==> src/rtl/meas_pkg.sv <==
// Shared definitions for the period measurement blocks: FSM states,
// default sizing and the saturation limit helper.
package meas_pkg;

    typedef enum logic {
        ARM     = 1'b0,
        MEASURE = 1'b1
    } meas_state_t;

    localparam int DEFAULT_WIDTH       = 16;
    localparam int DEFAULT_SYNC_STAGES = 2;

    // Largest value a w-bit unsigned counter can hold before it would wrap.
    function automatic longint unsigned max_count(input int w);
        return (64'(1) << w) - 64'(1);
    endfunction

endpackage

==> src/rtl/sync_edge_det.sv <==
// Multi-flop synchroniser for an asynchronous input followed by a
// rising-edge detector; reusable wherever a slow async signal is captured.
module sync_edge_det #(
    parameter int SYNC_STAGES = 2
) (
    input  logic clk_in,
    input  logic rst_n,
    input  logic sig,
    output logic s,
    output logic rise
);

    logic [SYNC_STAGES-1:0] sync_q;
    logic                   s_d;

    always_ff @(posedge clk_in or negedge rst_n) begin
        if (!rst_n) begin
            sync_q <= '0;
            s_d    <= 1'b0;
        end else begin
            sync_q <= {sync_q[SYNC_STAGES-2:0], sig};
            s_d    <= sync_q[SYNC_STAGES-1];
        end
    end

    assign s    = sync_q[SYNC_STAGES-1];
    assign rise = s & ~s_d;

endmodule

==> src/rtl/period_meter.sv <==
// Measures the period of a slow asynchronous square wave in clk_in cycles.
// Optional high-time measurement is built when PERIOD_METER_DUTY_EN is defined.
module period_meter
    import meas_pkg::*;
#(
    parameter int WIDTH       = DEFAULT_WIDTH,
    parameter int SYNC_STAGES = DEFAULT_SYNC_STAGES
) (
    input  logic             clk_in,
    input  logic             rst_n,
    input  logic             sig_in,
    input  logic             clr,
    output logic [WIDTH-1:0] period,
    output logic             period_valid,
    output logic             timeout,
    output logic [WIDTH-1:0] high_time
);

    localparam logic [WIDTH-1:0] MAX = WIDTH'(max_count(WIDTH));
    localparam logic [WIDTH-1:0] ONE = WIDTH'(1);

    logic s;
    logic rise;

    meas_state_t      state, state_nx;
    logic [WIDTH-1:0] cnt, cnt_nx;
    logic [WIDTH-1:0] period_nx;
    logic             valid_nx;
    logic             timeout_nx;

    sync_edge_det #(
        .SYNC_STAGES(SYNC_STAGES)
    ) u_sync (
        .clk_in(clk_in),
        .rst_n (rst_n),
        .sig   (sig_in),
        .s     (s),
        .rise  (rise)
    );

    always_ff @(posedge clk_in or negedge rst_n) begin
        if (!rst_n) begin
            state        <= ARM;
            cnt          <= '0;
            period       <= '0;
            period_valid <= 1'b0;
            timeout      <= 1'b0;
        end else begin
            state        <= state_nx;
            cnt          <= cnt_nx;
            period       <= period_nx;
            period_valid <= valid_nx;
            timeout      <= timeout_nx;
        end
    end

    // A rise coinciding with the saturated count is still a valid result.
    always_comb begin
        state_nx   = state;
        cnt_nx     = cnt;
        period_nx  = period;
        valid_nx   = 1'b0;
        timeout_nx = timeout;
        if (clr) begin
            state_nx   = ARM;
            cnt_nx     = '0;
            period_nx  = '0;
            timeout_nx = 1'b0;
        end else begin
            case (state)
                ARM: begin
                    if (rise) begin
                        cnt_nx   = ONE;
                        state_nx = MEASURE;
                    end
                end
                MEASURE: begin
                    if (rise) begin
                        period_nx = cnt;
                        valid_nx  = 1'b1;
                        cnt_nx    = ONE;
                    end else if (cnt == MAX) begin
                        timeout_nx = 1'b1;
                        state_nx   = ARM;
                    end else begin
                        cnt_nx = cnt + ONE;
                    end
                end
                default: state_nx = ARM;
            endcase
        end
    end

`ifdef PERIOD_METER_DUTY_EN
    logic [WIDTH-1:0] hcnt;
    logic [WIDTH-1:0] high_q;

    // The arming rise also seeds hcnt so the first period's high time is complete.
    always_ff @(posedge clk_in or negedge rst_n) begin
        if (!rst_n) begin
            hcnt   <= '0;
            high_q <= '0;
        end else if (clr) begin
            hcnt   <= '0;
            high_q <= '0;
        end else if (rise) begin
            if (state == MEASURE) begin
                high_q <= hcnt;
            end
            hcnt <= ONE;
        end else if (state == MEASURE && hcnt != MAX) begin
            hcnt <= hcnt + WIDTH'(s);
        end
    end

    assign high_time = high_q;
`else
    logic duty_unused;
    assign duty_unused = s;
    assign high_time   = '0;
`endif

endmodule

==> config.mk <==
export PLATFORM = sky130hd
export DESIGN_NAME = period_meter
export DESIGN_NICKNAME = d
export VERILOG_FILES = /design/src/rtl/meas_pkg.sv /design/src/rtl/sync_edge_det.sv /design/src/rtl/period_meter.sv
export SDC_FILE = /design/constraint.sdc
export NUM_CORES = 1
export LEC_CHECK = 0
export CORE_ASPECT_RATIO = 0.9
export CORE_MARGIN = 5
export CORE_UTILIZATION = 35
export CTS_BUF_LIST = sky130_fd_sc_hd__clkbuf_8
export DETAILED_ROUTE_END_ITERATION = 7
export HOLD_SLACK_MARGIN = 0.15
export PLACE_DENSITY = 0.62
export SYNTH_ARGS = -nofsm -noshare
export SYNTH_HDL_FRONTEND = slang
export SYNTH_SLANG_ARGS = --single-unit
==> constraint.sdc <==
create_clock -name clk_in -period 1.8 [get_ports clk_in]
set_clock_uncertainty 0.05 [all_clocks]
set_input_delay 0.45 -clock clk_in [delete_from_list [all_inputs] [get_ports clk_in]]
set_output_delay 0.45 -clock clk_in [all_outputs]
set_load 0.05 [all_outputs]
==> run_results.csv, run 1 <==
group,metric,value,unit
cells_and_area,layout-drive-gt1-share,27.6,%
global_route,overflow,0,
logic_synthesis,synth-async-reset-ratio,100,%
cts,clock-sinks,38,
logic_synthesis,synth_area_per_cell,10.6,um^2
timing,fin_ws,84.1,ps
worst_setup_path,worst_r2r_endpoint,"cnt[6]",
cts,clockBufferDepth,2,
drt,drc,0,
worst_setup_path,crit_fanout,4,
logic_synthesis,synth-edff-count,0,
worst_setup_path,startpoint,"cnt[1]",
drt,drt_first_iter_violations,78,
drt,via_per_inst,5.18,
floorplanning,initial_utilization,35.4,%
logic_synthesis,synth-simple-area-share,16.6,%
worst_setup_path,rrSetupSlack,80,ps
logic_synthesis,ys_ff_latch,38,
global_route,grt_max_degree,22,
worst_setup_path,crit_end,"cnt[6]",
global_route,grt_pass1_wl,6.54,mm
drt,drt-total-wl,3.99,mm
worst_setup_path,endpoint_kind,"flop",
cells_and_area,antenna_cells,0,
floorplanning,core,0.00516,mm^2
drt,drt-wirelength-per-cell,13.9,um
power,power_density,716,mW/mm^2
logic_synthesis,syn-cell-area,0.00183,mm^2
logic_synthesis,synth_common_cells,"38 x dfrtp_1, 16 x buf_4, 15 x a22o_1, 13 x nand2_1, 12 x a21oi_1",
place,dp_hpwl,2.92,mm
timing,slew_violations,0,
power,peakVddDrop,0.364,mV
logic_synthesis,synth-xor-area-share,0.479,%
place,finalWeightedCongestion,0.823,
worst_setup_path,crit_required,1970,ps
timing,final_hold_viol_count,0,
power,p_leak,1.05,nW
timing,fin_crit,1720,ps
logic_synthesis,ys_seq_area_share,52.0,%
timing,fmax,583,MHz
floorplanning,io_pins,38,
floorplanning,die_h,78.6,um
job,maxCapViolations,0,
logic_synthesis,synth.area.top_cells,"dfrtp_1 52%, a22o_1 7.2%, buf_4 6.6%, a21oi_1 3.3%, nand2_1 2.7%",
cts,tritoncts,"built",
worst_setup_path,crit_arrival,1890,ps
global_route,grt_pass1_vias,1327,
logic_synthesis,synth_compound_area_share,19.5,%
cells_and_area,final_cell_area,0.00229,mm^2
logic_synthesis,synthDistinctLibCells,40,
cts,h-tree-depth,2,
cells_and_area,fillers,512,
logic_synthesis,yosys-mux-area-fraction,1.10,%
logic_synthesis,synth_fa_ha_area_share,0.684,%
logic_synthesis,ys_warn_count,0,
cts,cts_made_buffers,5,
cts,clk_pin_slew,70,ps
worst_setup_path,reg2regPathDepth,6,
place,place_area,0.00216,mm^2
logic_synthesis,synthCells,173,
worst_setup_path,start_kind,"flop",
logic_synthesis,synth_top_family_by_area,"compound AO/OA/AOI/OAI gates",
timing,finalSetupViolCount,0,
logic_synthesis,yosysMostFrequentCell,"dfrtp_1",
global_route,grt_usage,12.3,%
place,port_buffers,21,
timing,fin_crit_sh,95.3,%
logic_synthesis,yosys_most_used_dff,"dfrtp_1",
cells_and_area,areaGrowthSynthToFinish,25.3,%
floorplanning,die_w,86.2,um
drt,ant_nets,0,
worst_setup_path,crit_type,"reg -> reg",
cts,cts_root_buf,"clkbuf_8",
global_route,grt_antenna_before_repair,0,
status,status,"finished, final reports clean",
floorplanning,row_count,25,
logic_synthesis,yosysTopAreaCell,"dfrtp_1",
cells_and_area,fin_nets,225,
logic_synthesis,synth_top_area_share,52.0,%
floorplanning,dieArea,0.00677,mm^2
worst_hold_path,hold_class,"reg -> reg",
cts,worstSkewPairLatency,290,ps
drt,vias,1491,
place,dp_worst_setup_slack,-109,ps
worst_setup_path,reg2reg_from,"cnt[1]",
drt,dr.pass1.iters,4,
-- report_power, final --
part / switching [mW] / internal (mW)
combinational: 0.131 / 0.0432
sequential: 0.00800 / 0.862
clock: 0.292 / 0.303
total: 0.431 / 1.21
-- cell families (layout without fill, tap and decap cells) --
group | Yosys count | after routing
compound gates | 49 | 49
other cells | 1 | 16
mux | 2 | 2
buf+inv | 25 | 58
flops | 38 | 38
fa+ha+maj | 1 | 1
simple gates | 56 | 56
xor+xnor | 1 | 1
-- worst max-delay path, stage by stage (launching register included) --
cell and delay, ps:
dfrtp_1 400, ha_2 230, and4_1 260, o41ai_1 110, buf_4 160, or3_1 300
a21oi_1 140
-- sequential cells by signal, indices dropped and copies added (netlist names) --
register and flops:
cnt 16, period 16, period_valid 1, state 1
timeout 1, u_sync.s_d 1, u_sync.sync_q 2
-- area by class of cell --
cell class                 instances  area (um^2)  share of cell area [%]
clock buffer                       6         82.6                    3.61
tap                               67         83.8                    3.66
inverter                           1         3.75                   0.164
clock inverter                     2         8.76                   0.383
timing repair buffer              49          385                    16.8
sequential                        38          951                    41.5
multi-input combinational        125          774                    33.8
-- worst min-delay path by stage --
stage | from | end | slack (ps) | cells after the start
after floorplan | rst_n | cnt[0] | 100 | 0
after global placement | u_sync.sync_q[0] | u_sync.sync_q[1] | 290 | 0
after detailed placement | u_sync.sync_q[0] | u_sync.sync_q[1] | 290 | 0
after CTS | u_sync.sync_q[0] | u_sync.sync_q[1] | 310 | 0
after global routing | u_sync.sync_q[0] | u_sync.sync_q[1] | 320 | 0
final | u_sync.sync_q[0] | u_sync.sync_q[1] | 300 | 0
-- timing repair --
action | 4_1_cts | 5_1_grt
hold buffers | 1 | 0
hold endpoints to repair | 17 | 0
endpoints found under the setup margin | 0 | 6
resized for setup | 0 | 4
buffers inserted | 0 | 2
-- stage by stage --
step / hold slack [ps] / utilization [%] / total power, mW / setup TNS [ps] / cells
final: 304 / 44.4 / 1.64 / 0 / 288
after global placement: 286 / 41.8 / 1.05 / -103 / 277
after CTS: 307 / 43.8 / 1.65 / 0 / 286
after detailed placement: 290 / 41.8 / 1.06 / -225 / 277
after global routing: 323 / 44.4 / 1.71 / -8.97 / 288
after floorplan: 104 / - / 1.02 / 0 / 188
-- cells in the final DEF, fill, tap and decap left out, types with 2 or more instances in the layout --
cell             count
nor3_1               3
nand4_1              4
a211oi_1             3
o21ai_0              6
nor2_1               7
a22o_1              15
and3_1               2
buf_4               44
o31ai_1              2
dfrtp_1             38
conb_1              16
clkdlybuf4s50_1      2
inv_1                2
nand3_1              8
or3_1                3
o41ai_1              3
nand2_1             13
nor4_1               3
mux2i_1              2
a2111o_1             2
a21oi_1             12
or4_1                3
clkbuf_8             6
-- per-layer routing --
| metal | global-route usage [%] | vias up | share of wire (%) |
|---|---|---|---|
| met3 | 3.46 | 7 | 6.6 |
| li1 | - | 715 | - |
| met2 | 16.9 | 41 | 44 |
| met4 | 3.27 | 0 | 1.3 |
| met5 | 0 | - | 0 |
| met1 | 18.6 | 728 | 48 |
Power figures use the tool's default switching activity.
==> inputs of run 2 (changes only) <==
- ABC_AREA: unset -> 1
- PLACE_DENSITY: 0.62 -> 0.61
- TNS_END_PERCENT: unset -> 10
==> run 2 against run 1 <==
Area after synthesis up 13%. Final cell count up 19%. Non-clock buffer count down 19. Critical endpoint is now cnt[3]. Critical path depth up 2. First-iteration DRC count down 37%. Sequential share of layout area down 1.6 points.
==> run_results.csv, run 2 <==
group,metric,value,unit
status,status,"finished, final reports clean",
worst_setup_path,startpoint,"cnt[0]",
logic_synthesis,synth_common_cells,"39 x nand3_1, 38 x dfrtp_1, 36 x nand2_1, 27 x nor2_1, 23 x inv_1",
logic_synthesis,synthCells,245,
timing,finalSetupViolCount,0,
logic_synthesis,synth-edff-count,0,
cells_and_area,fin_nets,280,
timing,slew_violations,0,
worst_setup_path,reg2reg_from,"cnt[0]",
cts,h-tree-depth,2,
logic_synthesis,synth-async-reset-ratio,100,%
cells_and_area,fin_util,41.5,%
drt,dr.pass1.iters,4,
cells_and_area,layout.cells.non_filler,344,
logic_synthesis,ys_ff_latch,38,
place,place_inst,337,
global_route,grt_pass1_vias,1678,
place,port_buffers,21,
worst_setup_path,crit_arrival,1790,ps
logic_synthesis,syn-cell-area,0.00207,mm^2
floorplanning,io_pins,38,
cts,postCtsSetupBuffers,0,
global_route,grt_usage,13.0,%
logic_synthesis,yosysMostFrequentCell,"nand3_1",
cts,cts_made_buffers,5,
worst_setup_path,critPathSlowestCell,"dfrtp_1",
logic_synthesis,yosys-mux-area-fraction,0,%
global_route,grt_max_degree,27,
worst_setup_path,rrSetupSlack,140,ps
floorplanning,initial_utilization,36.2,%
worst_setup_path,crit_chain,"ha_2 > nand2_1 > nor2_2 > nand2_4 > nor2_4 > o21bai_4 > buf_4 > o21ai_2",
logic_synthesis,yosysTopAreaCell,"dfrtp_1",
worst_setup_path,crit_required,1930,ps
floorplanning,die_h,83.0,um
worst_setup_path,worst_r2r_endpoint,"cnt[3]",
floorplanning,die_w,91.1,um
logic_synthesis,synth_top_area_share,45.9,%
drt,vias,1621,
floorplanning,row_count,26,
logic_synthesis,synthDistinctLibCells,28,
timing,rsz0062_at_grt,"false",
logic_synthesis,synth_area_per_cell,8.46,um^2
cts,clock-sinks,38,
place,finalWeightedCongestion,0.875,
timing,fmax,603,MHz
cts,tritoncts,"built",
drt,drt-wirelength-per-cell,13.6,um
cells_and_area,areaGrowthSynthToFinish,14.8,%
worst_setup_path,start_kind,"flop",
cells_and_area,layout-drive-gt1-share,22.6,%
worst_setup_path,reg2regPathDepth,8,
cells_and_area,largestRegisters,"cnt (16), period (16), u_sync.sync_q (2)",
timing,final_hold_viol_count,0,
worst_setup_path,crit_fanout,11,
cells_and_area,fillers,598,
global_route,grt_pass1_wl,8.05,mm
worst_hold_path,worstHoldPathCells,0,
logic_synthesis,ys_seq_area_share,45.9,%
worst_setup_path,max_stage_delay,410,ps
worst_setup_path,crit_type,"reg -> reg",
cells_and_area,multi_input_area,913,um^2
worst_hold_path,min_from,"u_sync.sync_q[0]",
cells_and_area,antenna_cells,0,
cells_and_area,seqCellArea,951,um^2
cts,clockBufferDepth,2,
worst_hold_path,hold_class,"reg -> reg",
timing,fin_crit_sh,92.1,%
global_route,overflow,0,
drt,via_per_inst,4.71,
job,maxCapViolations,0,
worst_setup_path,endpoint_kind,"flop",
drt,ant_nets,0,
floorplanning,core,0.00573,mm^2
logic_synthesis,ys_warn_count,0,
logic_synthesis,synth-xor-area-share,2.54,%
power,peakVddDrop,0.318,mV
power,power_density,690,mW/mm^2
logic_synthesis,synth-simple-area-share,28.6,%
cells_and_area,layout_common_cells,"39 x nand3_1, 38 x dfrtp_1, 36 x nand2_1",
timing,fin_crit,1660,ps
cts,cts_root_buf,"clkbuf_8",
drt,drt_first_iter_violations,49,
logic_synthesis,synth.area.top_cells,"dfrtp_1 46%, nand3_1 9.4%, nand2_1 6.5%, buf_4 5.8%, nor2_1 4.9%",
logic_synthesis,synth_compound_area_share,9.06,%
cells_and_area,layout_commonest_cell,"nand3_1",
worst_hold_path,min_to,"u_sync.sync_q[1]",
timing,fin_tns_setup,0,ps
cts,clk_pin_slew,70,ps
global_route,grt_antenna_before_repair,0,
floorplanning,dieArea,0.00756,mm^2
place,dp_hpwl,3.41,mm
logic_synthesis,yosys_most_used_dff,"dfrtp_1",
power,p_leak,1.10,nW
logic_synthesis,synth_fa_ha_area_share,0.604,%
logic_synthesis,synth_top_family_by_area,"simple AND/OR/NAND/NOR gates",
drt,drt-total-wl,4.67,mm
cts,worstSkewPairLatency,290,ps
drt,drc,0,
## run 2: timing repair
| action | CTS | global route |
|---|---|---|
| hold buffers | 1 | 0 |
| gates resized for setup | 0 | 3 |
| hold endpoints to repair | 16 | 0 |
| setup endpoints to repair | 0 | 3 |
## run 2: final cells by class
cell class                 count  share of cell area (%)
clock buffer                   6                    3.47
inverter                      27                    4.26
multi-input combinational    173                    38.4
sequential                    38                    40.0
tap                           70                    3.68
timing repair buffer          30                    10.2
## run 2: critical path: cells and delay by family (launching register included)
kind | cells | cell delay (ps)
AOI/OAI and AO/OA | 2 | 350
and+or+nand+nor | 4 | 310
adders and majority gates | 1 | 220
DFF | 1 | 410
buffers and inverters | 1 | 210
## run 2: cells by family (layout without fill, tap and decap cells)
logic type | count (synthesis) | after routing
buffers and inverters | 49 | 63
other | 1 | 16
xor gates and xnor gates | 6 | 6
adders and majority gates | 1 | 1
AOI/OAI and AO/OA | 28 | 28
DFF | 38 | 38
and+or+nand+nor | 122 | 122
## run 2: how the worst max path moves through the flow
stage                  end  slack, ps  cells after the start
finish              cnt[3]        140                      8
global route        cnt[9]         30                     10
CTS                 cnt[3]         90                      8
detailed placement  cnt[3]         20                      6
global placement    cnt[4]         30                      6
floorplan           cnt[0]        320                      9
## run 2: stage by stage
| stage | worst slack (ps) | instance area, um^2 | total power [mW] | hold WS, ps |
|---|---|---|---|---|
| 6_report | 142 | 2380 | 1.64 | 300 |
| 5_1_grt | 33.9 | 2380 | 1.71 | 319 |
| 4_1_cts | 90.5 | 2370 | 1.66 | 302 |
| 3_5_place_dp | 19.7 | 2280 | 1.07 | 286 |
| 3_3_place_gp | 34.7 | 2280 | 1.07 | 286 |
| 2_1_floorplan | 319 | 2130 | 1.05 | 104 |
## run 2: report_power, final
part	internal (mW)	total, mW	switching [mW]
Sequential	0.862	0.867	0.00527
Clock	0.295	0.582	0.286
Combinational	0.0366	0.192	0.156
## run 2: routing by layer
metal / GRT usage [%] / wire (um) / up-vias
met5: 0 / 0 / -
met4: 4.67 / 81 / 0
met3: 3.53 / 177 / 7
met2: 19.9 / 2060 / 30
met1: 17.6 / 2350 / 768
li1: - / - / 816
